**src/rtl/data_cache_port1_controller_if.sv**
```systemverilog
// Port-1 load sequencer bus: CPU load handshake, tag/data array access and line-fetch memory port.
// master = controller side, slave = CPU/array/memory side.
interface data_cache_port1_controller_if #(
    parameter int unsigned WAYS_NUMBER = 4,
    parameter int unsigned PORT_WIDTH  = 32,
    parameter int unsigned INDEX_SIZE  = 7,
    parameter int unsigned BLOCK_WORDS = 4
);
    localparam int unsigned OFFSET   = $clog2(BLOCK_WORDS);
    localparam int unsigned TAG_SIZE = 32 - INDEX_SIZE - OFFSET - 2;

    logic                   cpu_req_i;
    logic [31:0]            cpu_address_i;
    logic                   cpu_ready_o;
    logic                   cpu_valid_o;
    logic [PORT_WIDTH-1:0]  cpu_data_o;

    logic                   cache_read_o;
    logic [INDEX_SIZE-1:0]  cache_index_o;
    logic [OFFSET-1:0]      cache_offset_o;
    logic [TAG_SIZE-1:0]    cache_tag_o;
    logic                   cache_hit_i;
    logic [PORT_WIDTH-1:0]  cache_data_i;
    logic                   cache_write_o;
    logic [WAYS_NUMBER-1:0] cache_way_o;
    logic [PORT_WIDTH-1:0]  cache_wdata_o;
    logic                   cache_valid_o;

    logic                   mem_req_o;
    logic [31:0]            mem_address_o;
    logic                   mem_ack_i;
    logic                   mem_data_valid_i;
    logic [PORT_WIDTH-1:0]  mem_data_i;

    modport master (
        input  cpu_req_i, cpu_address_i,
        output cpu_ready_o, cpu_valid_o, cpu_data_o,
        output cache_read_o, cache_index_o, cache_offset_o, cache_tag_o,
        input  cache_hit_i, cache_data_i,
        output cache_write_o, cache_way_o, cache_wdata_o, cache_valid_o,
        output mem_req_o, mem_address_o,
        input  mem_ack_i, mem_data_valid_i, mem_data_i
    );

    modport slave (
        output cpu_req_i, cpu_address_i,
        input  cpu_ready_o, cpu_valid_o, cpu_data_o,
        input  cache_read_o, cache_index_o, cache_offset_o, cache_tag_o,
        output cache_hit_i, cache_data_i,
        input  cache_write_o, cache_way_o, cache_wdata_o, cache_valid_o,
        input  mem_req_o, mem_address_o,
        output mem_ack_i, mem_data_valid_i, mem_data_i
    );
endinterface

```
**src/rtl/data_cache_port1_controller.sv**
```systemverilog
// Data cache read-port sequencer: lookup, line refill into a round-robin victim way on miss,
// then replay so every load response is delivered through the hit path.
module data_cache_port1_controller #(
    parameter int unsigned WAYS_NUMBER = 4,
    parameter int unsigned PORT_WIDTH  = 32,
    parameter int unsigned INDEX_SIZE  = 7,
    parameter int unsigned BLOCK_WORDS = 4
) (
    input  logic                        clk_i,
    input  logic                        rst_i,
    data_cache_port1_controller_if.master bus
);
    localparam int unsigned OFFSET   = $clog2(BLOCK_WORDS);
    localparam int unsigned TAG_SIZE = 32 - INDEX_SIZE - OFFSET - 2;
    localparam int unsigned IDX_LO   = OFFSET + 2;
    localparam int unsigned TAG_LO   = OFFSET + INDEX_SIZE + 2;
    localparam int unsigned VICTIM_W = $clog2(WAYS_NUMBER);

    typedef enum logic [2:0] {
        IDLE,
        COMPARE,
        MISS_REQ,
        REFILL,
        REPLAY
    } state_t;

    state_t                state_q, state_d;
    logic [31:2]           addr_q;
    logic [OFFSET-1:0]     beat_q;
    logic [VICTIM_W-1:0]   victim_q;
    logic                  cpu_valid_q;
    logic [PORT_WIDTH-1:0] cpu_data_q;

    logic accept;
    logic refill_beat;
    logic last_beat;
    logic hit_done;
    logic unused_byte_bits;

    assign accept      = (state_q == IDLE) && bus.cpu_req_i;
    assign refill_beat = (state_q == REFILL) && bus.mem_data_valid_i;
    assign last_beat   = (beat_q == OFFSET'(BLOCK_WORDS - 1));
    assign hit_done    = (state_q == COMPARE) && bus.cache_hit_i;
    assign unused_byte_bits = ^bus.cpu_address_i[1:0];

    assign bus.cpu_valid_o   = cpu_valid_q;
    assign bus.cpu_data_o    = cpu_data_q;
    assign bus.cache_wdata_o = bus.mem_data_i;
    assign bus.mem_address_o = {addr_q[31:IDX_LO], {IDX_LO{1'b0}}};

    // State, captured address, beat counter, victim pointer and response registers.
    always_ff @(posedge clk_i or posedge rst_i) begin
        if (rst_i) begin
            state_q     <= IDLE;
            addr_q      <= '0;
            beat_q      <= '0;
            victim_q    <= '0;
            cpu_valid_q <= 1'b0;
            cpu_data_q  <= '0;
        end else begin
            state_q     <= state_d;
            cpu_valid_q <= hit_done;
            if (hit_done) begin
                cpu_data_q <= bus.cache_data_i;
            end
            if (accept) begin
                addr_q <= bus.cpu_address_i[31:2];
            end
            if ((state_q == MISS_REQ) && bus.mem_ack_i) begin
                beat_q <= '0;
            end else if (refill_beat) begin
                beat_q <= beat_q + OFFSET'(1);
            end
            if (refill_beat && last_beat) begin
                victim_q <= victim_q + VICTIM_W'(1);
            end
        end
    end

    // Next state and array/memory strobes; lookup fields follow the captured address by default.
    always_comb begin
        state_d            = state_q;
        bus.cpu_ready_o    = 1'b0;
        bus.cache_read_o   = 1'b0;
        bus.cache_write_o  = 1'b0;
        bus.cache_valid_o  = 1'b0;
        bus.cache_way_o    = '0;
        bus.mem_req_o      = 1'b0;
        bus.cache_index_o  = addr_q[IDX_LO +: INDEX_SIZE];
        bus.cache_offset_o = addr_q[2 +: OFFSET];
        bus.cache_tag_o    = addr_q[TAG_LO +: TAG_SIZE];

        case (state_q)
            IDLE: begin
                bus.cpu_ready_o = 1'b1;
                if (bus.cpu_req_i) begin
                    bus.cache_read_o   = 1'b1;
                    bus.cache_index_o  = bus.cpu_address_i[IDX_LO +: INDEX_SIZE];
                    bus.cache_offset_o = bus.cpu_address_i[2 +: OFFSET];
                    bus.cache_tag_o    = bus.cpu_address_i[TAG_LO +: TAG_SIZE];
                    state_d            = COMPARE;
                end
            end
            COMPARE: begin
                state_d = bus.cache_hit_i ? IDLE : MISS_REQ;
            end
            MISS_REQ: begin
                bus.mem_req_o = 1'b1;
                if (bus.mem_ack_i) begin
                    state_d = REFILL;
                end
            end
            REFILL: begin
                bus.cache_offset_o = beat_q;
                if (bus.mem_data_valid_i) begin
                    // Valid bit only set by the final beat so a partial line never hits.
                    bus.cache_write_o = 1'b1;
                    bus.cache_way_o   = WAYS_NUMBER'(1) << victim_q;
                    bus.cache_valid_o = last_beat;
                    if (last_beat) begin
                        state_d = REPLAY;
                    end
                end
            end
            REPLAY: begin
                bus.cache_read_o = 1'b1;
                state_d          = COMPARE;
            end
            default: begin
                state_d = IDLE;
            end
        endcase
    end
endmodule

```
**src/flat_wrapper.sv**
```systemverilog
// flat-port wrapper written by rule: the top's interface ports become plain ports
module data_cache_port1_controller_flat 
#(
    parameter int unsigned WAYS_NUMBER = 4,
    parameter int unsigned PORT_WIDTH  = 32,
    parameter int unsigned INDEX_SIZE  = 7,
    parameter int unsigned BLOCK_WORDS = 4
)
  (clk_i, rst_i, bus_cpu_req_i, bus_cpu_address_i, bus_cpu_ready_o, bus_cpu_valid_o, bus_cpu_data_o, bus_cache_read_o, bus_cache_index_o, bus_cache_offset_o, bus_cache_tag_o, bus_cache_hit_i, bus_cache_data_i, bus_cache_write_o, bus_cache_way_o, bus_cache_wdata_o, bus_cache_valid_o, bus_mem_req_o, bus_mem_address_o, bus_mem_ack_i, bus_mem_data_valid_i, bus_mem_data_i);
  data_cache_port1_controller_if #(.WAYS_NUMBER(WAYS_NUMBER), .PORT_WIDTH(PORT_WIDTH), .INDEX_SIZE(INDEX_SIZE), .BLOCK_WORDS(BLOCK_WORDS)) bus_i ();
  input  logic clk_i;
  input  logic rst_i;
  input wire logic [$bits(bus_i.cpu_req_i)-1:0] bus_cpu_req_i;
  input wire logic [$bits(bus_i.cpu_address_i)-1:0] bus_cpu_address_i;
  output wire logic [$bits(bus_i.cpu_ready_o)-1:0] bus_cpu_ready_o;
  output wire logic [$bits(bus_i.cpu_valid_o)-1:0] bus_cpu_valid_o;
  output wire logic [$bits(bus_i.cpu_data_o)-1:0] bus_cpu_data_o;
  output wire logic [$bits(bus_i.cache_read_o)-1:0] bus_cache_read_o;
  output wire logic [$bits(bus_i.cache_index_o)-1:0] bus_cache_index_o;
  output wire logic [$bits(bus_i.cache_offset_o)-1:0] bus_cache_offset_o;
  output wire logic [$bits(bus_i.cache_tag_o)-1:0] bus_cache_tag_o;
  input wire logic [$bits(bus_i.cache_hit_i)-1:0] bus_cache_hit_i;
  input wire logic [$bits(bus_i.cache_data_i)-1:0] bus_cache_data_i;
  output wire logic [$bits(bus_i.cache_write_o)-1:0] bus_cache_write_o;
  output wire logic [$bits(bus_i.cache_way_o)-1:0] bus_cache_way_o;
  output wire logic [$bits(bus_i.cache_wdata_o)-1:0] bus_cache_wdata_o;
  output wire logic [$bits(bus_i.cache_valid_o)-1:0] bus_cache_valid_o;
  output wire logic [$bits(bus_i.mem_req_o)-1:0] bus_mem_req_o;
  output wire logic [$bits(bus_i.mem_address_o)-1:0] bus_mem_address_o;
  input wire logic [$bits(bus_i.mem_ack_i)-1:0] bus_mem_ack_i;
  input wire logic [$bits(bus_i.mem_data_valid_i)-1:0] bus_mem_data_valid_i;
  input wire logic [$bits(bus_i.mem_data_i)-1:0] bus_mem_data_i;
  assign bus_i.cpu_req_i = bus_cpu_req_i;
  assign bus_i.cpu_address_i = bus_cpu_address_i;
  assign bus_cpu_ready_o = bus_i.cpu_ready_o;
  assign bus_cpu_valid_o = bus_i.cpu_valid_o;
  assign bus_cpu_data_o = bus_i.cpu_data_o;
  assign bus_cache_read_o = bus_i.cache_read_o;
  assign bus_cache_index_o = bus_i.cache_index_o;
  assign bus_cache_offset_o = bus_i.cache_offset_o;
  assign bus_cache_tag_o = bus_i.cache_tag_o;
  assign bus_i.cache_hit_i = bus_cache_hit_i;
  assign bus_i.cache_data_i = bus_cache_data_i;
  assign bus_cache_write_o = bus_i.cache_write_o;
  assign bus_cache_way_o = bus_i.cache_way_o;
  assign bus_cache_wdata_o = bus_i.cache_wdata_o;
  assign bus_cache_valid_o = bus_i.cache_valid_o;
  assign bus_mem_req_o = bus_i.mem_req_o;
  assign bus_mem_address_o = bus_i.mem_address_o;
  assign bus_i.mem_ack_i = bus_mem_ack_i;
  assign bus_i.mem_data_valid_i = bus_mem_data_valid_i;
  assign bus_i.mem_data_i = bus_mem_data_i;
  data_cache_port1_controller #(.WAYS_NUMBER(WAYS_NUMBER), .PORT_WIDTH(PORT_WIDTH), .INDEX_SIZE(INDEX_SIZE), .BLOCK_WORDS(BLOCK_WORDS)) u_core (.clk_i(clk_i), .rst_i(rst_i), .bus(bus_i));
endmodule
```
**config.mk**
```make
export PLATFORM = sky130hd
export DESIGN_NAME = data_cache_port1_controller_flat
export DESIGN_NICKNAME = d
export VERILOG_FILES = /design/src/rtl/data_cache_port1_controller_if.sv /design/src/rtl/data_cache_port1_controller.sv /design/src/flat_wrapper.sv
export SDC_FILE = /design/constraint.sdc
export NUM_CORES = 1
export LEC_CHECK = 0
export CORE_AREA = 10 10 108 110
export CTS_CLUSTER_DIAMETER = 100
export CTS_CLUSTER_SIZE = 28
export DETAILED_ROUTE_END_ITERATION = 10
export DIE_AREA = 0 0 118 120
export GPL_ROUTABILITY_DRIVEN = 0
export PLACE_DENSITY = 0.86
export SYNTH_ARGS = -nofsm -noshare
export SYNTH_HDL_FRONTEND = slang
export SYNTH_SLANG_ARGS = --single-unit
```
**constraint.sdc**
```tcl
create_clock -name clk_i -period 4.7 [get_ports clk_i]
set_input_delay 0.705 -clock clk_i [delete_from_list [all_inputs] [get_ports clk_i]]
set_output_delay 0.705 -clock clk_i [all_outputs]
set_load 0.01 [all_outputs]
```
# Yosys cells after proc, flatten, opt, wreduce, memory -nomap -nowiden
# Cells that the tools add are included.
[totals]
register_bits = 70
rom_bits = 0
latchBits = 0
output_inout_bits = 136
ram_bits = 0
memories = 0
[op_classes]
n_shift = 1
mux = 24
n_reduce_logical = 8
n_addsub = 2
n_div = 0
n_bitwise = 0
magnitude_cmp = 0
n_eq_ne = 9
n_mul = 0
[op_table]
columns = ["operator", "count"]
rows = [
  ["$mux 21", 2],
  ["$pmux 3 s5", 1],
  ["$mux 7", 2],
  ["$mux 3", 4],
  ["$mux 2", 4],
  ["$mux 4", 2],
  ["$mux 1", 7],
  ["$eq 3x2->1 const B", 2],
  ["$ne 2x2->1 const B", 3],
  ["$logic_and 1x1->1", 5],
  ["$add 2x1->2 const B", 2],
  ["$pmux 2 s2", 1],
  ["$reduce_and 4->1", 1],
  ["$shl 1x2->4 const A", 1],
  ["$eq 3x1->1 const B", 1],
  ["$eq 3x3->1 const B", 1],
  ["$logic_not 3->1", 1],
  ["$eq 2x2->1 const B", 1],
  ["$ne 2x1->1 const B", 1],
  ["$pmux 1 s2", 1],
  ["$reduce_bool 2->1", 1],
]

# Logic depth before layout (Yosys ltp)
# Gate-level depths: netlist (run 1).
[logic_depth]
word_depth = 4
ltp_mapped = 5

# Least setup slack after synthesis (run 1)
# Ideal clock, no wire load.
[synth_path]
kind = "input to output"
startpoint = "input bus_cpu_req_i"
endpoint = "output bus_cache_index_o[0]"
path_buffers = 1
arrival_time_ps = 1670
path_slack_ps = 2325
t_required_ps = 3995
path_stages = 3
path_cell_list = "nor4b_4 -> buf_6 -> mux2_1"
[synth_between]
elab_chain_len = 2
[synth_lines]
columns = ["item", "line_no", "text"]
rows = [
  ["start: declaration", "flat_wrapper.sv:13", "input wire logic [$bits(bus_i.cpu_req_i)-1:0] bus_cpu_req_i;"],
  ["$mux 7", "data_cache_port1_controller.sv:96", "if (bus.cpu_req_i) begin"],
  ["$mux 7", "data_cache_port1_controller.sv:93", "case (state_q)"],
  ["end: declaration", "flat_wrapper.sv:19", "output wire logic [$bits(bus_i.cache_index_o)-1:0] bus_cache_index_o;"],
]
# No other way between the ends.

# Worst setup path after layout (run 1)
# Same ends and word-level chain as after synthesis.

==> reports/metrics.yaml, run 1 <==
required_ns: 3.99
antennaDiodeCount: 0
hold_buffers: 0
fin_nets: 500
tns_ns: 0
drive_gt1_frac: 0.259
rsz0062_at_grt: "no"
nFillCells: 816
ios: 238
finish.instance_area_um2: 5250
worstMarginPinSlew_ns: 0.852
min_path_cells: 1
clk_latency_ns: 0.34
reg2reg_depth: 2
skew_ns: 0.00630
drv_slew: 0
critPathMaxFanout: 60
fin_crit_ns: 3.41
dr.pass1.iters: 4
outcome: "finished clean"
yosys_register_bits: 70
p_per_area_nw_per_um2: 679
rows: 36
syn_inst: 288
post-route-period-util: 0.726
routed_wirelength_um: 9610
layout_commonest_cell: "clkdlybuf4s50_1"
syn_area_per_cell_um2: 13.0
track_usage: 0.132
grt_pass1_wl_um: 14900
vias: 2463
area_growth_pct: 40.2
drc: 0
layout_common_cells: "clkdlybuf4s50_1, mux2_2, dfrtp_1, mux2_1, clkbuf_8"
ff2ff_setup_slack_ns: 2.74
core_um2: 9550
relSlewSlack: 0.432
die_h_um: 120
cts_tree: "done"
ant_nets: 0
yosysUniqueCellTypes: 31
hold_path.class: "reg2reg"
path_class: "in2out"
arrival_ns: 2.71
startpoint_type: "primary input"
cap_violations: 0
port_buffers: 167
clk_pin_slew_ns: 0.07
setup_viol: 0
syn-cell-area_um2: 3750
min_from: "u_core.bus.cpu_data_o[17]"
p_leak_nw: 2.18
end_kind: "primary output"
first_global_vias: 2710
vdd_drop_max_mv: 0.287
initialDrtViolationCount: 84
dpl_cell_area_um2: 5010
overflow: 0
antenna_found_initial: 0
cts_buffers: 9
die_area_um2: 14200
grt_max_degree: 61
fmax_mhz: 293
r2r_start: "u_core.state_q[0]"
root_buffer: "clkbuf_8"
cts.sinks: 70
cts_buffer_depth: 2
fp.dieW_um: 118
hold_viol_final: 0
wl_per_cell_um: 18.1
hold_path_end: "u_core.bus.cpu_data_o[17]"
ys_warn_count: 0
dp_hpwl_um: 7610
timing.rr.end: "u_core.bus.cpu_data_o[4]"
cts_post_setup_buffers_inserted: 0
cts_resized: 0
cts_htree_levels: 3
vias_per_cell: 4.64
seq_area_frac_synth: 0.468
initial_core_util: 0.392
==> layout make-up <==
| class | instances | area, um^2 | share of cell area |
|---|---|---|---|
| inverter | 4 | 15.0 | 0.00286 |
| sequential | 70 | 1750 | 0.333 |
| timing repair buffer | 169 | 1700 | 0.323 |
| clock inverter | 6 | 109 | 0.0207 |
| tap | 133 | 166 | 0.0317 |
| multi-input combinational | 139 | 1370 | 0.262 |
| clock buffer | 10 | 138 | 0.0262 |
==> kinds of logic after synthesis <==
kind of cell    count (synthesis)  synth area share
other cells                     1           0.00100
simple gates                   32            0.0531
xor+xnor                        1           0.00234
compound gates                  8            0.0150
flops                          70             0.468
mux                            89             0.276
buf+inv                        82             0.169
fa+ha+maj                       5            0.0167
==> registers in the layout, summed over array words and instances, names as in the netlist <==
name                    count
u_core.addr_q              30
u_core.beat_q               2
u_core.bus.cpu_data_o      32
u_core.bus.cpu_valid_o      1
u_core.state_q              3
u_core.victim_q             2
==> where the power goes <==
part           total (mW)  switching, mW  internal, mW  leakage [nW]
Clock               0.596          0.230         0.366         0.126
Combinational        1.87          0.689          1.18          1.21
Sequential           1.10          0.199         0.900         0.838
Total                3.57           1.12          2.45          2.18
==> Yosys cell counts <==
library cell | count | area, um^2
mux2_2 | 71 | 800
dfrtp_1 | 70 | 1750
buf_4 | 64 | 480
buf_6 | 11 | 124
mux2_1 | 10 | 113
mux2_4 | 8 | 120
nand2_1 | 7 | 26.3
and3_1 | 6 | 37.5
ha_1 | 5 | 62.6
nor2_1 | 5 | 18.8
inv_1 | 4 | 15.0
nand2b_1 | 3 | 18.8
a22o_1 | 2 | 17.5
clkbuf_1 | 2 | 7.51
nor3_1 | 2 | 10.0
o211ai_1 | 2 | 15.0
or2b_2 | 2 | 17.5
a21oi_1 | 1 | 5.00
and2_1 | 1 | 6.26
and3b_1 | 1 | 8.76
and4bb_2 | 1 | 12.5
buf_2 | 1 | 5.00
conb_1 | 1 | 3.75
nand3_1 | 1 | 5.00
nor3b_1 | 1 | 7.51
nor4b_4 | 1 | 23.8
o21a_1 | 1 | 7.51
o21ai_0 | 1 | 5.00
o22ai_1 | 1 | 6.26
or2_2 | 1 | 6.26
xnor2_1 | 1 | 8.76
==> stage by stage <==
stage	power, mW	std cells	util	hold slack, ns	setup WS (ns)
after floorplan	2.15	291	-	0.497	2.23
after global placement	2.96	515	0.524	0.468	1.31
final	3.57	531	0.550	0.489	1.29
after detailed placement	3.02	515	0.524	0.478	1.27
after global routing	3.80	531	0.550	0.518	1.19
after CTS	3.64	531	0.550	0.498	1.26
==> metal layers <==
metal	vias up	wire length (um)	track usage	share of wire
met3	20	1190	0.0731	0.12
met1	1182	3660	0.137	0.38
met5	-	0	0	0
li1	1127	-	-	-
met2	134	4560	0.215	0.48
met4	0	187	0.0618	0.019
==> critical path, stage by stage <==
cell and delay (ns):
clkdlybuf4s50_1 0.50, nor4b_4 0.25, buf_12 0.34, mux2_1 0.40, clkdlybuf4s50_1 0.50
==> worst max path at each step <==
stage / startpoint / end / slack (ns) / cells after the start
finish: bus_cpu_req_i / bus_cache_index_o[0] / 1.29 / 5
global route: bus_cpu_req_i / bus_cache_tag_o[7] / 1.19 / 5
CTS: bus_cpu_req_i / bus_cache_index_o[0] / 1.26 / 5
detailed placement: bus_cpu_req_i / bus_cache_index_o[0] / 1.27 / 5
global placement: bus_cpu_req_i / bus_cache_index_o[0] / 1.31 / 5
floorplan: rst_i / u_core.addr_q[10] / 2.23 / 1
Note: power is estimated with default switching activity, not from simulation.
==> run 2, diff against run 1 <==
- CORE_AREA: 10 10 108 110 -> 10 10 112 114
- DIE_AREA: 0 0 118 120 -> 0 0 122 124
- PLACE_DENSITY: 0.86 -> 0.8
- clock period: 4.7 -> 3.23 ns (I/O delays scaled with it)
==> run 2 against run 1 <==
Against the previous run: cell count is 0.94% higher; setup slack got worse by 1.1 ns; critical endpoint unchanged; die area rose by 6.8%; via count fell by 1.9%; first-iteration DRC count fell by 51%; largest power group unchanged; critical path type is now reg2out; count of clock-buffer cells in the layout increased by 1; register-to-register slack worse by 1.3 ns.
==> reports/metrics.yaml, run 2 (synthesis gave the netlist of run 1 again) <==
fp.dieW_um: 122
initial_core_util: 0.366
grt_pass1_wl_um: 14400
cts_tree: "done"
ant_nets: 0
cts_post_setup_buffers_inserted: 0
layout_commonest_cell: "clkdlybuf4s50_1"
relSlewSlack: 0.607
rows: 37
vdd_drop_max_mv: 0.429
cap_violations: 0
port_buffers: 167
first_global_vias: 2724
path_class: "reg2out"
cts_buffers: 9
hold_buffers: 0
critPathMaxFanout: 58
cts_resized: 0
vias: 2417
cts_htree_levels: 3
slowest_delay_ns: 0.51
overflow: 0
fin_nets: 502
slowest_stage: "dfrtp_1"
required_ns: 2.75
post-route-period-util: 0.929
path_buf_inv: 2
tns_ns: 0
core_um2: 10200
routed_wirelength_um: 9330
dp_hpwl_um: 7290
hold_path.class: "reg2reg"
drc: 0
track_usage: 0.119
fmax_mhz: 333
p_leak_nw: 2.17
path_delay_family: "buffers and inverters"
wl_per_cell_um: 17.4
grt_max_degree: 59
cts_buffer_depth: 2
rsz0062_at_grt: "no"
nFillCells: 894
cts.sinks: 70
layout_common_cells: "clkdlybuf4s50_1, mux2_2, dfrtp_1, clkbuf_8, mux2_1"
worstMarginPinSlew_ns: 0.589
p_per_area_nw_per_um2: 965
antennaDiodeCount: 0
hold_ws_ns: 0.489
fin_crit_ns: 3.00
area_growth_pct: 40.0
critical_path.cell_chain: "nor4b_4, buf_12, mux2_1, clkdlybuf4s50_1"
setup_viol: 0
hold_viol_final: 0
skew_ns: 0.0122
register_area_um2: 1750
arrival_ns: 2.52
dpl_cell_area_um2: 5040
die_h_um: 124
clk_pin_slew_ns: 0.08
multi_input_area_um2: 1370
end_kind: "primary output"
clk_latency_ns: 0.34
antenna_found_initial: 0
finish.instance_area_um2: 5250
drv_slew: 0
dr.pass1.iters: 4
startpoint_type: "flip-flop"
die_area_um2: 15100
vias_per_cell: 4.51
ios: 238
initialDrtViolationCount: 41
drive_gt1_frac: 0.263
largest_reg_flops: 32
outcome: "finished clean"
root_buffer: "clkbuf_8"
-- run 2: changes by cell type in the layout (fill, tap and decap cells not counted), sizes merged --
cell | previous run | this run
bufinv | 3 | 1
buf | 2 | 4
clkinvlp | 0 | 1
clkinv | 3 | 2
clkbuf | 10 | 11
inv | 4 | 5
-- run 2: path summary, 6_finish.rpt --
kind                                      startpoint                        end  slack [ns]  depth (start not counted)
setup reg to reg                   u_core.state_q[0]          u_core.addr_q[13]        1.45                          3
hold reg to reg            u_core.bus.cpu_data_o[15]  u_core.bus.cpu_data_o[15]        0.49                          1
min in group asynchronous                      rst_i   u_core.bus.cpu_data_o[1]        0.52                          2
max in group asynchronous                      rst_i          u_core.addr_q[28]        2.03                          3
setup / recovery                   u_core.state_q[0]       bus_cache_index_o[0]        0.23                          4
hold / removal             u_core.bus.cpu_data_o[15]  u_core.bus.cpu_data_o[15]        0.49                          1
-- run 2: layout make-up --
class,count,area share
Clock buffer,11,0.0289
Timing Repair Buffer,171,0.329
Clock inverter,5,0.0107
Multi-Input combinational cell,139,0.262
Sequential cell,70,0.334
Inverter,4,0.00286
Tap cell,136,0.0324
-- run 2: per-stage QoR --
step                      power (mW)  std cells  utilization  setup slack, ns
final                           5.06        536        0.513            0.228
after floorplan                 3.12        291            -            0.977
after CTS                       5.18        536        0.513            0.173
after global routing            5.40        536        0.513           0.0854
after detailed placement        4.41        520        0.492            0.224
after global placement          4.31        520        0.492            0.216
-- run 2: report_power, final --
group / internal (mW) / switching [mW] / total (mW)
Sequential: 1.31 / 0.291 / 1.60
Combinational: 1.73 / 1.01 / 2.73
Clock: 0.399 / 0.331 / 0.730
Total: 3.43 / 1.63 / 5.06
-- run 2: routing by layer --
| metal | track usage | routed length (um) | up-vias |
|---|---|---|---|
| li1 | - | - | 1128 |
| met1 | 0.121 | 3300 | 1145 |
| met2 | 0.199 | 4590 | 120 |
| met3 | 0.0747 | 1290 | 24 |
| met4 | 0.0373 | 138 | 0 |
| met5 | 0 | 0 | - |
